$ cat src/rtl/tpram_arb_pkg.sv
// Shared types and constants for the single-port SRAM arbiter.
package tpram_arb_pkg;

    typedef enum logic [1:0] {
        GNT_NONE = 2'd0,
        GNT_RD   = 2'd1,
        GNT_WR   = 2'd2
    } grant_e;

    localparam int RSP_FIFO_DEPTH = 3;
    localparam int STARVE_CNT_W   = 4;

endpackage

$ cat src/rtl/tpram_rsp_fifo.sv
// Three-entry read-response FIFO; push and pop may coincide at any fill level.
module tpram_rsp_fifo
    import tpram_arb_pkg::*;
#(
    parameter int DATA_W = 144
) (
    input  logic              clk,
    input  logic              rst_n,
    input  logic              push_i,
    input  logic [DATA_W-1:0] push_data_i,
    input  logic              pop_i,
    output logic              valid_o,
    output logic [DATA_W-1:0] data_o,
    output logic [1:0]        count_o
);

    logic [DATA_W-1:0] mem_q [RSP_FIFO_DEPTH];
    logic [1:0]        wr_ptr_q, wr_ptr_d;
    logic [1:0]        rd_ptr_q, rd_ptr_d;
    logic [1:0]        count_q, count_d;
    logic              do_push, do_pop;

    function automatic logic [1:0] ptr_inc(input logic [1:0] p);
        return (p == 2'(RSP_FIFO_DEPTH - 1)) ? 2'd0 : p + 2'd1;
    endfunction

    // A pop frees the slot in the same edge, so a push into a full FIFO is legal then.
    assign do_pop  = pop_i && (count_q != 2'd0);
    assign do_push = push_i && ((count_q != 2'(RSP_FIFO_DEPTH)) || do_pop);

    always_comb begin
        wr_ptr_d = do_push ? ptr_inc(wr_ptr_q) : wr_ptr_q;
        rd_ptr_d = do_pop ? ptr_inc(rd_ptr_q) : rd_ptr_q;
        count_d  = count_q;
        case ({do_push, do_pop})
            2'b10:   count_d = count_q + 2'd1;
            2'b01:   count_d = count_q - 2'd1;
            default: ;
        endcase
    end

    always_ff @(posedge clk or negedge rst_n) begin
        if (!rst_n) begin
            wr_ptr_q <= 2'd0;
            rd_ptr_q <= 2'd0;
            count_q  <= 2'd0;
        end else begin
            wr_ptr_q <= wr_ptr_d;
            rd_ptr_q <= rd_ptr_d;
            count_q  <= count_d;
        end
    end

    always_ff @(posedge clk) begin
        if (do_push) begin
            mem_q[wr_ptr_q] <= push_data_i;
        end
    end

    assign valid_o = (count_q != 2'd0);
    assign data_o  = mem_q[rd_ptr_q];
    assign count_o = count_q;

endmodule

$ cat src/rtl/tpram_sp_arb.sv
// Read-priority arbiter sharing one single-port SRAM between a writer and a reader.
// Define TPRAM_ARB_STARVE_EN to force a write after STARVE_MAX lost arbitrations.
module tpram_sp_arb
    import tpram_arb_pkg::*;
#(
    parameter int ADDR_W     = 6,
    parameter int DATA_W     = 144,
    parameter int STARVE_MAX = 4
) (
    input  logic              clk,
    input  logic              rst_n,
    input  logic              wr_valid,
    output logic              wr_ready,
    input  logic [ADDR_W-1:0] wr_addr,
    input  logic [DATA_W-1:0] wr_data,
    input  logic              rd_valid,
    output logic              rd_ready,
    input  logic [ADDR_W-1:0] rd_addr,
    output logic              rsp_valid,
    input  logic              rsp_ready,
    output logic [DATA_W-1:0] rsp_data,
    output logic              sram_ceb,
    output logic              sram_web,
    output logic [ADDR_W-1:0] sram_a,
    output logic [DATA_W-1:0] sram_d,
    input  logic [DATA_W-1:0] sram_q
);

    if (STARVE_MAX < 1 || STARVE_MAX > 15) begin : g_bad_starve_max
        $error("STARVE_MAX must be within 1..15");
    end

    grant_e            grant;
    logic              active_q;
    logic              inflight_q;
    logic [1:0]        fifo_count;
    logic              rd_ok;
    logic              force_wr;
    logic [ADDR_W-1:0] sram_a_q, sram_a_d;
    logic [DATA_W-1:0] sram_d_q, sram_d_d;

    // A read is only granted when its response is guaranteed a FIFO slot.
    assign rd_ok = rd_valid &&
                   ((3'(fifo_count) + 3'(inflight_q)) < 3'(RSP_FIFO_DEPTH));

`ifdef TPRAM_ARB_STARVE_EN
    logic [STARVE_CNT_W-1:0] starve_cnt_q, starve_cnt_d;

    assign force_wr = (starve_cnt_q == STARVE_CNT_W'(STARVE_MAX));

    always_comb begin
        starve_cnt_d = starve_cnt_q;
        if (!wr_valid || grant == GNT_WR) begin
            starve_cnt_d = '0;
        end else if (starve_cnt_q != '1) begin
            starve_cnt_d = starve_cnt_q + 1'b1;
        end
    end

    always_ff @(posedge clk or negedge rst_n) begin
        if (!rst_n) begin
            starve_cnt_q <= '0;
        end else begin
            starve_cnt_q <= starve_cnt_d;
        end
    end
`else
    assign force_wr = 1'b0;
`endif

    // Grants stay off until the first edge after reset release so that no
    // SRAM access is ever issued while the block is held in reset.
    always_comb begin
        grant = GNT_NONE;
        if (active_q) begin
            if (rd_ok && !force_wr) begin
                grant = GNT_RD;
            end else if (wr_valid) begin
                grant = GNT_WR;
            end
        end
    end

    always_comb begin
        sram_a_d = sram_a_q;
        sram_d_d = sram_d_q;
        case (grant)
            GNT_RD: sram_a_d = rd_addr;
            GNT_WR: begin
                sram_a_d = wr_addr;
                sram_d_d = wr_data;
            end
            default: ;
        endcase
    end

    always_ff @(posedge clk or negedge rst_n) begin
        if (!rst_n) begin
            active_q   <= 1'b0;
            inflight_q <= 1'b0;
            sram_a_q   <= '0;
            sram_d_q   <= '0;
        end else begin
            active_q   <= 1'b1;
            inflight_q <= (grant == GNT_RD);
            sram_a_q   <= sram_a_d;
            sram_d_q   <= sram_d_d;
        end
    end

    assign rd_ready = (grant == GNT_RD);
    assign wr_ready = (grant == GNT_WR);
    assign sram_ceb = (grant == GNT_NONE);
    assign sram_web = (grant != GNT_WR);
    assign sram_a   = sram_a_d;
    assign sram_d   = sram_d_d;

    tpram_rsp_fifo #(
        .DATA_W (DATA_W)
    ) u_rsp_fifo (
        .clk         (clk),
        .rst_n       (rst_n),
        .push_i      (inflight_q),
        .push_data_i (sram_q),
        .pop_i       (rsp_ready),
        .valid_o     (rsp_valid),
        .data_o      (rsp_data),
        .count_o     (fifo_count)
    );

endmodule

$ cat config.mk
export PLATFORM = sky130hd
export DESIGN_NAME = tpram_sp_arb
export DESIGN_NICKNAME = d
export VERILOG_FILES = /design/src/rtl/tpram_arb_pkg.sv /design/src/rtl/tpram_rsp_fifo.sv /design/src/rtl/tpram_sp_arb.sv
export SDC_FILE = /design/constraint.sdc
export NUM_CORES = 1
export LEC_CHECK = 0
export CORE_AREA = 2 2 236 238
export DETAILED_ROUTE_END_ITERATION = 8
export DIE_AREA = 0 0 238 240
export PLACE_DENSITY = 0.7
export REMOVE_ABC_BUFFERS = 1
export SETUP_SLACK_MARGIN = 0.4
export SLEW_MARGIN = 5
export SYNTH_ARGS = -nofsm -noshare
export SYNTH_HDL_FRONTEND = slang
export SYNTH_SLANG_ARGS = --single-unit
$ cat constraint.sdc
create_clock -name clk -period 16.2 [get_ports clk]
set_input_delay 4.05 -clock clk [delete_from_list [all_inputs] [get_ports clk]]
set_output_delay 4.05 -clock clk [all_outputs]
set_load 0.05 [all_outputs]
==> impl_metrics.yaml, run 1 <==
run_status:
  outcome: "completed"
critical_path:
  crit_type: "in2out"
  cp_top_family: "buffers and inverters"
  cp_cell_sequence: "clkdlybuf4s50_1 -> inv_1 -> a211oi_1 -> nor2_1 -> ha_4 -> buf_4 -> mux2_4 -> clkdlybuf4s50_1"
  critPathMaxFanout: 68
  worstRegToRegCells: 7
  worst-path-buf-inv: 4
  cp.required_ns: 12.15
  crit_top_cell: "clkdlybuf4s50_1"
  cp_slowest_cell: "clkdlybuf4s50_1"
  worstSetupEndpointType: "primary output"
  worst_setup_path_start_kind: "input pin"
  cp.depth: 8
  max_stage_delay_ns: 0.88
  cp.arrival_ns: 7.59
min_path:
  min_delay_path_depth: 1
  hp-class: "reg2reg"
synthesis:
  synth-seq-cells: 590
  synth_most_common_cell: "edfxtp_1"
  postSynthCellCount: 1287
  synth.distinct_cells: 29
  synth.avg_cell_area_um2: 17.36
  synth_common_cells: "edfxtp_1 (432), dfrtp_1 (158), nand2_1 (155), mux2i_1 (144), o21ai_1 (130)"
  synth_area_leaders: "edfxtp_1 (58%), dfrtp_1 (18%), mux2i_1 (6.4%)"
  synth-edff-count: 432
  synth_top_cell_by_area: "edfxtp_1"
  yosysSeqAreaShare_pct: 75.74
  synth-main-ff-cell: "edfxtp_1"
  synth_top_area_share_pct: 58.05
  ys_async_sr_fraction_pct: 26.78
  synth_area_um2: 22350
  ys_warn_count: 0
die:
  die_w_um: 238
  rows: 86
  ios: 604
  die_y_um: 240
  core-area_um2: 54660
  die_area_um2: 57120
  start_util_pct: 40.88
place:
  gp_congestion: 0.8505
  place_area_um2: 28930
  dp_cells: 2543
  dp_hpwl_um: 43650
  port_buffers: 603
timing:
  hold_violations: 0
  rsz0062_at_grt: "false"
  worst_slew_pin_slew_ns: 1.105
  tns_ns: 0
  period_share_pct: 71.83
  fmax_ghz: 0.08594
  final_max_slew_viol_count: 0
  layout_min_cycle_time_ns: 11.64
  setup-violations-final: 0
  fin_skew_ns: 0.01681
  relSlewSlack_pct: 26.32
finish:
  drive_above_1_share_pct: 13.26
  nets: 2212
  num-fill-cells: 4257
  instances_no_fill: 2660
  area_delta_synth_final_pct: 38.32
  stdcell_area_um2: 30910
cts:
  hold_buffers: 0
  htree_levels: 2
  numCtsBuffers: 59
  cts_resized: 0
  cts.sinks: 590
  cts.clk_slew.worst_paths_ns: 0.06
  cts_tree: "yes"
  cts_root_buf: "clkbuf_16"
  cts_buffer_depth: 3
  cts_setup_buffers: 0
  clk_latency_ns: 0.60
routing:
  avgViaCountPerCell: 4.930
  wire_per_inst_um: 23.39
  drcViolationCount: 0
  totalWireLength_um: 62230
  ant_nets: 0
  drt_iter0_drc: 746
  vias: 13110
  dr.pass1.iters: 5
global_route:
  overflow: 0
  grt_max_degree: 200
  grt_pass1_wl_um: 88210
  antenna_found_initial: 21
  first_global_vias: 13390
  track_usage_pct: 21.11
pwr:
  ir_drop_mv: 0.2191
  total_power_w: 0.006915
  p_per_area_nw_per_um2: 223.7
  leakagePower_nw: 11.16
job:
  drv_cap: 0
[per-stage QoR]
step | hold slack (ns) | setup slack (ns) | util (%)
6_report | 0.4942 | 4.563 | 56.55
5_1_grt | 0.5043 | 4.404 | 56.55
4_1_cts | 0.4940 | 4.620 | 56.51
3_5_place_dp | 0.4770 | 4.635 | 52.92
3_3_place_gp | 0.4744 | 4.649 | 52.92
2_1_floorplan | 0.4956 | 0.8158 | -
[power breakdown]
part           total (W)  internal [W]  switching, W
clock            0.00137      0.000811      0.000555
combinational    0.00346       0.00116       0.00230
sequential       0.00209       0.00194      0.000150
total            0.00691       0.00391       0.00300
[worst paths after layout]
| path | end | startpoint | slack (ns) |
|---|---|---|---|
| hold reg to reg | sram_d_q[84] | sram_d_q[84] | 0.49 |
| setup reg to reg | sram_d_q[25] | u_rsp_fifo.count_o[0] | 12.79 |
| max in group asynchronous | u_rsp_fifo.rd_ptr_q[1] | rst_n | 10.96 |
| setup / recovery | sram_d[132] | rd_valid | 4.56 |
| hold / removal | sram_d_q[84] | sram_d_q[84] | 0.49 |
| min in group asynchronous | sram_d_q[25] | rst_n | 3.48 |
[cell usage in the layout (no fill, tap or decap), types with 8 or more instances in the layout]
| cell | synthesis | layout |
|---|---|---|
| dfrtp_1 | 158 | 156 |
| clkbuf_16 | 0 | 62 |
| edfxtp_1 | 432 | 432 |
| mux2_4 | 60 | 60 |
| mux2i_1 | 144 | 144 |
| o21ai_0 | 22 | 22 |
| mux2_2 | 86 | 86 |
| buf_4 | 2 | 14 |
| nand2_1 | 155 | 155 |
| clkinv_1 | 0 | 12 |
| clkdlybuf4s50_1 | 0 | 602 |
| clkinv_2 | 0 | 9 |
| clkbuf_1 | 30 | 8 |
| o21ai_1 | 130 | 130 |
| diode_2 | 0 | 10 |
[flip-flops by register name, summed over array words and instances, names as in the netlist]
signal	flops
u_rsp_fifo.rd_ptr_q	2
u_rsp_fifo.wr_ptr_q	2
u_rsp_fifo.count_o	2
sram_a_q	6
sram_d_q	144
inflight_q	1
active_q	1
u_rsp_fifo.mem_q	432
[final cells by class]
type	instances	area, µm²	area share (%)
diodes	10	25.02	0.08095
flip-flops and latches	590	16930	54.78
multi-input cells	628	4937	15.97
clock buffers	75	1650	5.339
clock inverters	32	311.5	1.008
well taps	704	880.8	2.850
repair buffers	618	6162	19.93
inverters	3	11.26	0.03643
[layer usage]
metal  GRT usage, %  wire length (µm)
met5              0                44
met4          8.693              2599
met3          7.497              5355
met2          36.04             30970
met1          24.19             23260
[logic make-up after synthesis]
logic type	after synthesis	synth area share [%]
flip-flops	590	75.74
multiplexers	290	14.81
AND/OR/NAND/NOR	166	2.872
AO/OA/AOI/OAI	161	3.746
buffers and inverters	69	2.301
adder cells (fa/ha/maj)	7	0.3919
XOR/XNOR	3	0.1176
other	1	0.01678
Note: power is estimated with default switching activity, not from simulation.
==> run 2, diff against run 1 <==
PLACE_DENSITY = 0.72   (was 0.7)
clock period = 9.98 ns   (was 16.2 ns; I/O delays follow)
==> run 2 against run 1 <==
  * The run now ends with slew limit left
  * Flip-flop and latch count stayed put
  * Worst setup slack worse by 2.6 ns
  * Utilization rose by 0.19 points
  * Register-to-register slack got worse by 5.8 ns
  * Die area stayed put
  * Combinational power rose by 63%
  * Cell count rose by 0.53%
  * Wire length down 2.1%
  * Sequential power up 61%
  * Clock skew is 0.0047 ns higher
  * Cell area is 0.34% higher
  * Via count decreased by 0.21%
  * Largest power group unchanged
==> impl_metrics.yaml, run 2 (synthesized netlist as in run 1, its figures left out) <==
routing:
  ant_nets: 0
  vias: 13090
  drt_iter0_drc: 633
  dr.pass1.iters: 4
  drcViolationCount: 0
  avgViaCountPerCell: 4.894
  totalWireLength_um: 60930
  wire_per_inst_um: 22.79
critical_path:
  reg2reg_to: "sram_d_q[53]"
  crit_top_cell: "clkdlybuf4s50_1"
  rrSetupSlack_ns: 7.01
  max_stage_delay_ns: 0.71
  cp_slowest_cell: "clkdlybuf4s50_1"
  cp_cell_sequence: "clkdlybuf4s50_1 -> inv_1 -> a211oi_1 -> nor2_1 -> ha_4 -> buf_12 -> mux2_2 -> clkdlybuf4s50_1"
  crit_type: "in2out"
  critPathMaxFanout: 71
  cp.required_ns: 7.49
  cp.depth: 8
  worstSetupEndpointType: "primary output"
  worst_setup_path_start_kind: "input pin"
  worstRegToRegCells: 7
  cp_top_family: "buffers and inverters"
  cp.arrival_ns: 5.53
  r2r_start: "u_rsp_fifo.count_o[0]"
  worst-path-buf-inv: 4
finish:
  stdcell_area_um2: 31020
  area_delta_synth_final_pct: 38.79
  drive_above_1_share_pct: 13.30
  largest_reg_flops: 432
  reg.largest.list: "u_rsp_fifo.mem_q: 432 flops, sram_d_q: 144 flops, sram_a_q: 6 flops"
  num-fill-cells: 4252
  top_register: "u_rsp_fifo.mem_q"
  final_common_cell: "clkdlybuf4s50_1"
  nets: 2209
  final_cell_mix: "clkdlybuf4s50_1 (602), edfxtp_1 (432), dfrtp_1 (156)"
cts:
  htree_levels: 2
  cts.clk_slew.worst_paths_ns: 0.06
  clk_latency_ns: 0.61
  cts_buffer_depth: 3
  cts_resized: 0
  cts_root_buf: "clkbuf_16"
  cts_tree: "yes"
  hold_buffers: 0
  numCtsBuffers: 60
  cts.sinks: 590
  cts_setup_buffers: 0
place:
  pre_cts_ws_ns: 1.961
  port_buffers: 603
  gp_congestion: 0.8622
  dp_hpwl_um: 41670
  place_area_um2: 28960
die:
  die_area_um2: 57120
  die_y_um: 240
  start_util_pct: 40.88
  core-area_um2: 54660
  ios: 604
  die_w_um: 238
  rows: 86
pwr:
  leakagePower_nw: 11.17
  ir_drop_mv: 0.2795
  total_power_w: 0.01125
  p_per_area_nw_per_um2: 362.8
min_path:
  min_to: "sram_d_q[137]"
  min_delay_path_depth: 1
  hp-class: "reg2reg"
  hold_start: "sram_d_q[137]"
run_status:
  violations: "slew limit"
  outcome: "finished, violations left"
timing:
  worst_slew_pin_slew_ns: 1.606
  fin_skew_ns: 0.02155
  final_max_slew_viol_count: 85
  relSlewSlack_pct: -7.057
  fin_ws_ns: 1.951
  rsz0062_at_grt: "false"
  setup-violations-final: 0
  whs_ns: 0.4917
  fmax_ghz: 0.1245
  hold_violations: 0
  period_share_pct: 80.45
  layout_min_cycle_time_ns: 8.029
  tns_ns: 0
global_route:
  grt_max_degree: 247
  antenna_found_initial: 28
  track_usage_pct: 20.72
  first_global_vias: 13630
  overflow: 0
  grt_pass1_wl_um: 86970
job:
  drv_cap: 0
==> run 2: cell count changes in the layout (fill, tap and decap cells not counted), sizes merged <==
cell      change
clkbuf        +3
clkinvlp      +2
buf           -4
diode        +13
==> run 2: metal layers <==
metal / track usage, % / part of all wire, % / vias to the layer above
li1: - / - / 6052
met1: 22.59 / 36 / 6445
met2: 34.64 / 51 / 475
met3: 8.427 / 9.7 / 109
met4: 11.21 / 3.6 / 6
met5: 0 / 0.072 / -
==> run 2: cell type report <==
class / count / area [µm²] / share of cell area, %
Inverter: 3 / 11.26 / 0.03631
Timing Repair Buffer: 614 / 6195 / 19.97
Sequential cell: 590 / 16930 / 54.59
Antenna cell: 23 / 57.56 / 0.1856
Clock inverter: 34 / 325.3 / 1.049
Tap cell: 704 / 880.8 / 2.840
Clock buffer: 78 / 1677 / 5.405
Multi-Input combinational cell: 628 / 4937 / 15.92
==> run 2: power by group <==
group / total (W) / internal [W] / switching, W
Sequential: 0.00336 / 0.00315 / 0.000207
Clock: 0.00225 / 0.00134 / 0.000918
Combinational: 0.00564 / 0.00190 / 0.00375
==> run 2: how the worst max path moves through the flow <==
stage,startpoint,end,slack (ns)
2_1_floorplan,rsp_ready,u_rsp_fifo.mem_q[2][0],-3.85
3_3_place_gp,rd_valid,sram_d[53],1.97
3_5_place_dp,rd_valid,sram_d[60],1.96
4_1_cts,rd_valid,sram_d[60],1.95
5_1_grt,rd_valid,sram_d[60],1.78
6_report,rd_valid,sram_d[60],1.95
==> run 2: per-stage QoR <==
| stage | instances | util (%) |
|---|---|---|
| 4_1_cts | 2651 | 56.64 |
| 3_3_place_gp | 2539 | 52.98 |
| 5_1_grt | 2671 | 56.73 |
| 2_1_floorplan | 1221 | - |
| 3_5_place_dp | 2539 | 52.98 |
| 6_report | 2674 | 56.74 |
